--- src/rtl/top_mux_drain.sv ---
// top_mux_drain: registered N:1 drain multiplexer for the systolic result path.
// Captures a bank of N BW-bit channel words on load, then streams a run of
// them (start channel, length, wrap modulo N) over a valid/ready port.
//
// Ports:
//   clk, rst        rising-edge clock, synchronous active-high reset
//   in_a            channel bank, channel i = in_a[(i+1)*BW-1 -: BW]
//   in_valid        load request
//   in_ready        idle; a load is accepted this cycle if in_valid
//   select, len     start channel and run length, sampled on load
//   out_a, out_idx  current word and its channel index
//   out_valid       out_a/out_idx valid
//   out_last        current word is the final word of the run
//   out_ready       consumer accepts the beat
//   done            one-cycle pulse after the final beat is accepted
module top_mux_drain #(
    parameter int unsigned BW  = 8,
    parameter int unsigned N   = 8,
    // Derived index width; leave at its default.
    parameter int unsigned SEL = $clog2(N)
) (
    input  logic            clk,
    input  logic            rst,
    input  logic [BW*N-1:0] in_a,
    input  logic            in_valid,
    output logic            in_ready,
    input  logic [SEL-1:0]  select,
    input  logic [SEL:0]    len,
    output logic [BW-1:0]   out_a,
    output logic [SEL-1:0]  out_idx,
    output logic            out_valid,
    output logic            out_last,
    input  logic            out_ready,
    output logic            done
);

    localparam logic [SEL:0]   N_L      = (SEL+1)'(N);
    localparam logic [SEL:0]   ONE_L    = (SEL+1)'(1);
    localparam logic [SEL-1:0] LAST_IDX = SEL'(N-1);

    typedef enum logic {
        IDLE  = 1'b0,
        DRAIN = 1'b1
    } state_t;

    state_t state_q, state_d;

    logic [BW*N-1:0] bank_q, bank_d;
    logic [SEL-1:0]  idx_q, idx_d;
    logic [SEL:0]    rem_q, rem_d;

    logic [BW-1:0]   out_a_d;
    logic [SEL-1:0]  out_idx_d;
    logic            out_valid_d;
    logic            out_last_d;
    logic            in_ready_d;
    logic            done_d;

    logic            beat_c;
    logic [SEL-1:0]  start_c;
    logic [SEL:0]    len_eff_c;
    logic [SEL-1:0]  idx_inc_c;
    logic [SEL:0]    rem_dec_c;
    logic [BW-1:0]   in_word_c;
    logic [BW-1:0]   bank_word_c;

    // Beat handshake and run-parameter normalisation.
    always_comb begin
        beat_c    = out_valid & out_ready;
        start_c   = ({1'b0, select} >= N_L) ? '0 : select;
        len_eff_c = ((len == '0) || (len > N_L)) ? N_L : len;
        idx_inc_c = (idx_q == LAST_IDX) ? '0 : idx_q + SEL'(1);
        rem_dec_c = rem_q - ONE_L;
    end

    // First word comes straight from the incoming bank at the start channel.
    always_comb begin
        in_word_c = '0;
        for (int i = 0; i < int'(N); i++) begin
            if (start_c == SEL'(i)) begin
                in_word_c = in_a[i*BW +: BW];
            end
        end
    end

    // Subsequent words come from the captured bank at the next index.
    always_comb begin
        bank_word_c = '0;
        for (int i = 0; i < int'(N); i++) begin
            if (idx_inc_c == SEL'(i)) begin
                bank_word_c = bank_q[i*BW +: BW];
            end
        end
    end

    // State register.
    always_ff @(posedge clk) begin
        if (rst) begin
            state_q <= IDLE;
        end else begin
            state_q <= state_d;
        end
    end

    // Next-state logic.
    always_comb begin
        state_d = state_q;
        case (state_q)
            IDLE: begin
                if (in_valid) begin
                    state_d = DRAIN;
                end
            end
            DRAIN: begin
                if (beat_c && out_last) begin
                    state_d = IDLE;
                end
            end
            default: state_d = IDLE;
        endcase
    end

    // Output / datapath next values; everything holds unless loaded or beaten.
    always_comb begin
        bank_d      = bank_q;
        idx_d       = idx_q;
        rem_d       = rem_q;
        out_a_d     = out_a;
        out_idx_d   = out_idx;
        out_valid_d = out_valid;
        out_last_d  = out_last;
        in_ready_d  = in_ready;
        done_d      = 1'b0;
        case (state_q)
            IDLE: begin
                if (in_valid) begin
                    bank_d      = in_a;
                    idx_d       = start_c;
                    rem_d       = len_eff_c;
                    out_a_d     = in_word_c;
                    out_idx_d   = start_c;
                    out_last_d  = (len_eff_c == ONE_L);
                    out_valid_d = 1'b1;
                    in_ready_d  = 1'b0;
                end
            end
            DRAIN: begin
                if (beat_c) begin
                    if (out_last) begin
                        rem_d       = '0;
                        out_valid_d = 1'b0;
                        out_last_d  = 1'b0;
                        in_ready_d  = 1'b1;
                        done_d      = 1'b1;
                    end else begin
                        idx_d      = idx_inc_c;
                        rem_d      = rem_dec_c;
                        out_a_d    = bank_word_c;
                        out_idx_d  = idx_inc_c;
                        out_last_d = (rem_dec_c == ONE_L);
                    end
                end
            end
            default: begin
                out_valid_d = 1'b0;
                out_last_d  = 1'b0;
                in_ready_d  = 1'b1;
            end
        endcase
    end

    // Datapath and output registers.
    always_ff @(posedge clk) begin
        if (rst) begin
            bank_q    <= '0;
            idx_q     <= '0;
            rem_q     <= '0;
            out_a     <= '0;
            out_idx   <= '0;
            out_valid <= 1'b0;
            out_last  <= 1'b0;
            in_ready  <= 1'b1;
            done      <= 1'b0;
        end else begin
            bank_q    <= bank_d;
            idx_q     <= idx_d;
            rem_q     <= rem_d;
            out_a     <= out_a_d;
            out_idx   <= out_idx_d;
            out_valid <= out_valid_d;
            out_last  <= out_last_d;
            in_ready  <= in_ready_d;
            done      <= done_d;
        end
    end

endmodule
--- config.mk ---
export PLATFORM = sky130hd
export DESIGN_NAME = top_mux_drain
export DESIGN_NICKNAME = d
export VERILOG_FILES = /design/src/rtl/top_mux_drain.sv
export SDC_FILE = /design/constraint.sdc
export NUM_CORES = 1
export LEC_CHECK = 0
export ABC_AREA = 0
export BUFFER_PORTS_ARGS = -buffer_cell sky130_fd_sc_hd__buf_4
export CORE_MARGIN = 5
export CORE_UTILIZATION = 60
export DETAILED_ROUTE_END_ITERATION = 10
export HOLD_SLACK_MARGIN = 0.03
export PLACE_DENSITY = 0.86
export SLEW_MARGIN = 20
export SYNTH_ARGS = -nofsm -noshare
export SYNTH_HDL_FRONTEND = slang
export SYNTH_SLANG_ARGS = --single-unit
--- constraint.sdc ---
create_clock -name clk -period 4 [get_ports clk]
set_input_delay 0.4 -clock clk [delete_from_list [all_inputs] [get_ports clk]]
set_output_delay 0.4 -clock clk [all_outputs]
set_load 0.01 [all_outputs]
==> metrics <==
run status=complete, no violations; worst slew pin tran=1050 ps; DRT Wirelength=15.1 mm; number of hold violations in the final report=0; launch point of the worst reg-to-reg path=idx_q[1]; setup repair after global routing missed its margin=no; combinational group share of total power=22.5%; Mean Syn Cell Area=7.43 um2; final-stage net count=752; last weighted congestion value of the routability-driven placer=0.948; combinational family with the most area after synthesis=compound AO/OA/AOI/OAI gates; cell at the slowest stage of the critical path=sky130_fd_sc_hd__ha_1; commonest cells in the netlist=sky130_fd_sc_hd__nand2_1 (143), sky130_fd_sc_hd__dfxtp_1 (84), sky130_fd_sc_hd__a21oi_1 (81); fraction of synthesized cell area in xor and xnor cells=0.384%; area share of and/or/nand/nor cells after synthesis=24.6%; leading register cell type out of synthesis=sky130_fd_sc_hd__dfxtp_1; kind of path behind the tightest hold check=primary input to register; count of cells resized by post-cts repair=0; synthesized instance count=614; number of placed cells counting well taps=761; placement-stage worst setup slack=1560 ps; Worst VDD drop=0.000257 V; total power per unit cell area=390 nW/um2; final worst path period need=2470 ps; number of detailed-routing iterations run before antenna repair=6; Fillers=587; post-synthesis cell type count=47; core outline area=7330 um2; most common cell in the synthesized netlist=sky130_fd_sc_hd__nand2_1; DRT antenna net count=0; overall global routing resource usage=31.8%; arrival time at the worst endpoint=2710 ps; share of layout cells above drive strength 1=19.5%; Yosys top cell by area=sky130_fd_sc_hd__dfxtp_1; boundary pin count=90; internal power summed over all cells=1.45 mW; Setup WS post-layout=1530 ps; Worst EP required=4240 ps; CTS Hold Buffers Added=0; num rows=31; clk_lat worst skew=370 ps; Root Buffer=sky130_fd_sc_hd__clkbuf_8; number of buffers created by CTS=9; global-route wire length before repair=24.3 mm; Setup crit end kind=register; number of remaining DRC errors=0; Setup Total Neg Slack=0 ps; reg2reg end=out_a[5]; maximum number of pins on one net before global-route repair=77; Via Count=4893; clk sink count=84; Mapped Area=4560 um2; crit start category=register; total overflow reported by the global router=0; clock tree from TritonCTS=built; Hold Crit Depth=3; net load switching power=0.660 mW; final period utilization=61.8%; overall power=2.11 mW; antenna cell count=0; number of levels the H-tree was split into=3; sequential cell fraction of total power=44.1%; antenna violations before repair=0; path type of the worst setup path=register to register; Mapped Nets=693; complex-gate fraction of the synthesized area=26.5%; clock network fraction of design power=33.4%; CP Max Fanout=30; hold-critical path endpoint=bank_q[5]; CTS clk-pin slew, worst paths=100 ps; multiplexer share of the synthesized area=3.92%; average wire length per cell after detail routing=19.4 um; worst clock skew=14.8 ps; area enclosed by the die boundary=9440 um2; number of cells on the worst reg-to-reg path=6; final std cells w/o fill=777; post-CTS setup buffer count=0; switching power as a share of total power=31.3%; placed wire-length estimate after detailed placement=10.7 mm; Most common cell on crit path=sky130_fd_sc_hd__o21ai_1; pins over their slew limit=0; final setup fails=0; I/O Buffers=89; growth of design area from synthesis to finish=18.4%; adder and majority gate portion of the synthesized area=1.10%; die width=97.2 um; Design Area, Final=5400 um2; register area share after synthesis=36.9%; starting DRC count in detailed routing=541; standby leakage power=2.12 nW; proportion of netlist area held by the largest area contributor=36.9%; EDFF count, synth=0; highest cell delay on the worst timing path=980 ps; r2r setup slk=1530 ps; register bit total from synthesis=84; cell chain of the critical path=ha_1 -> nor2b_1 -> o21ai_1 -> nand3_1 -> o21ai_1 -> a31oi_1; launch instance of the worst min-delay path=in_a[5]; largest cells by area after synthesis=sky130_fd_sc_hd__dfxtp_1 (37%), sky130_fd_sc_hd__nand2_1 (12%), sky130_fd_sc_hd__a21oi_1 (8.9%); count of yosys warnings during synthesis=0; Cell Area, Placed=5170 um2; largest buffer count on any clock path=2; effective utilization at floorplan=62.2%; drt via density=6.30; MaxCap Viol Count=0; Fmax=405 MHz; DIE HEIGHT=97.2 um; vias in the first global route=4506; Rel. slew slack=30.3%; fraction of registers with async set/reset=0%
layout by cell type (no fill, tap or decap), types with 9 or more instances in the layout:
cell | synthesis | final
sky130_fd_sc_hd__clkbuf_8 | 0 | 9
sky130_fd_sc_hd__nand2_1 | 143 | 143
sky130_fd_sc_hd__nor3_1 | 9 | 9
sky130_fd_sc_hd__a21oi_1 | 81 | 81
sky130_fd_sc_hd__buf_4 | 4 | 94
sky130_fd_sc_hd__nand3_1 | 10 | 10
sky130_fd_sc_hd__o21ai_0 | 29 | 29
sky130_fd_sc_hd__o22ai_1 | 16 | 16
sky130_fd_sc_hd__nand2b_1 | 13 | 12
sky130_fd_sc_hd__nor2b_1 | 13 | 12
sky130_fd_sc_hd__nor2_1 | 22 | 22
sky130_fd_sc_hd__dfxtp_1 | 84 | 84
sky130_fd_sc_hd__mux2i_1 | 10 | 10
sky130_fd_sc_hd__o21ai_1 | 30 | 30
sky130_fd_sc_hd__inv_1 | 13 | 13
sky130_fd_sc_hd__a31oi_1 | 16 | 16
layout make-up:
cell class,instances,area [um2],share of cell area (%)
Sequential cell,84,1680,31.1
Multi-Input combinational cell,468,2590,47.9
Clock buffer,9,124,2.29
Timing Repair Buffer,94,706,13.1
Tap cell,99,124,2.29
Inverter,16,73.8,1.37
Clock inverter,7,105,1.95
state kept, by name, indices dropped and copies added (netlist names):
register   cells
bank_q        64
in_ready       1
rem_q          4
out_a          8
out_last       1
done           1
idx_q          3
out_valid      1
state_q        1
layer usage:
metal / share of wire (%) / global-route usage [%]
met5: 0 / 0
met4: 3.4 / 8.86
met3: 10 / 7.90
met2: 45 / 48.7
met1: 42 / 44.3
power by group through the flow:
stage | logic (mW) | clock network (mW) | registers, mW
after floorplan | 0.298 | 0 | 0.938
after global placement | 0.452 | 0 | 0.946
after detailed placement | 0.463 | 0 | 0.947
after CTS | 0.465 | 0.706 | 0.928
after global routing | 0.514 | 0.752 | 0.935
final | 0.475 | 0.704 | 0.929
cell families (layout without fill, tap and decap cells):
family,Yosys count,in the layout
and+or+nand+nor,239,239
AOI/OAI and AO/OA,206,206
adders and majority gates,4,4
muxes,17,17
DFF,84,84
buffers and inverters,62,126
xor gates and xnor gates,2,2
through the flow:
stage,util (%),hold WS [ps]
after global routing,73.7,252
after global placement,70.6,443
after floorplan,-,432
final,73.7,272
after detailed placement,70.6,444
after CTS,73.7,270
worst max-delay path by stage:
stage                     startpoint        to  slack, ps  depth (start not counted)
after global placement      idx_q[1]  out_a[5]       1630                          6
after detailed placement    idx_q[1]  out_a[6]       1560                          6
after global routing        idx_q[1]  out_a[4]       1300                          6
after floorplan             idx_q[0]  out_a[1]       2170                          7
final                       idx_q[1]  out_a[5]       1530                          6
after CTS                   idx_q[1]  out_a[6]       1530                          6
worst max-delay path: cells and delay by family, from the launching register on:
kind	cells	cell delay (ps)
fa+ha+maj	1	980
flops	1	340
simple gates	2	240
compound gates	3	790
(Power assumes the default switching activity.)
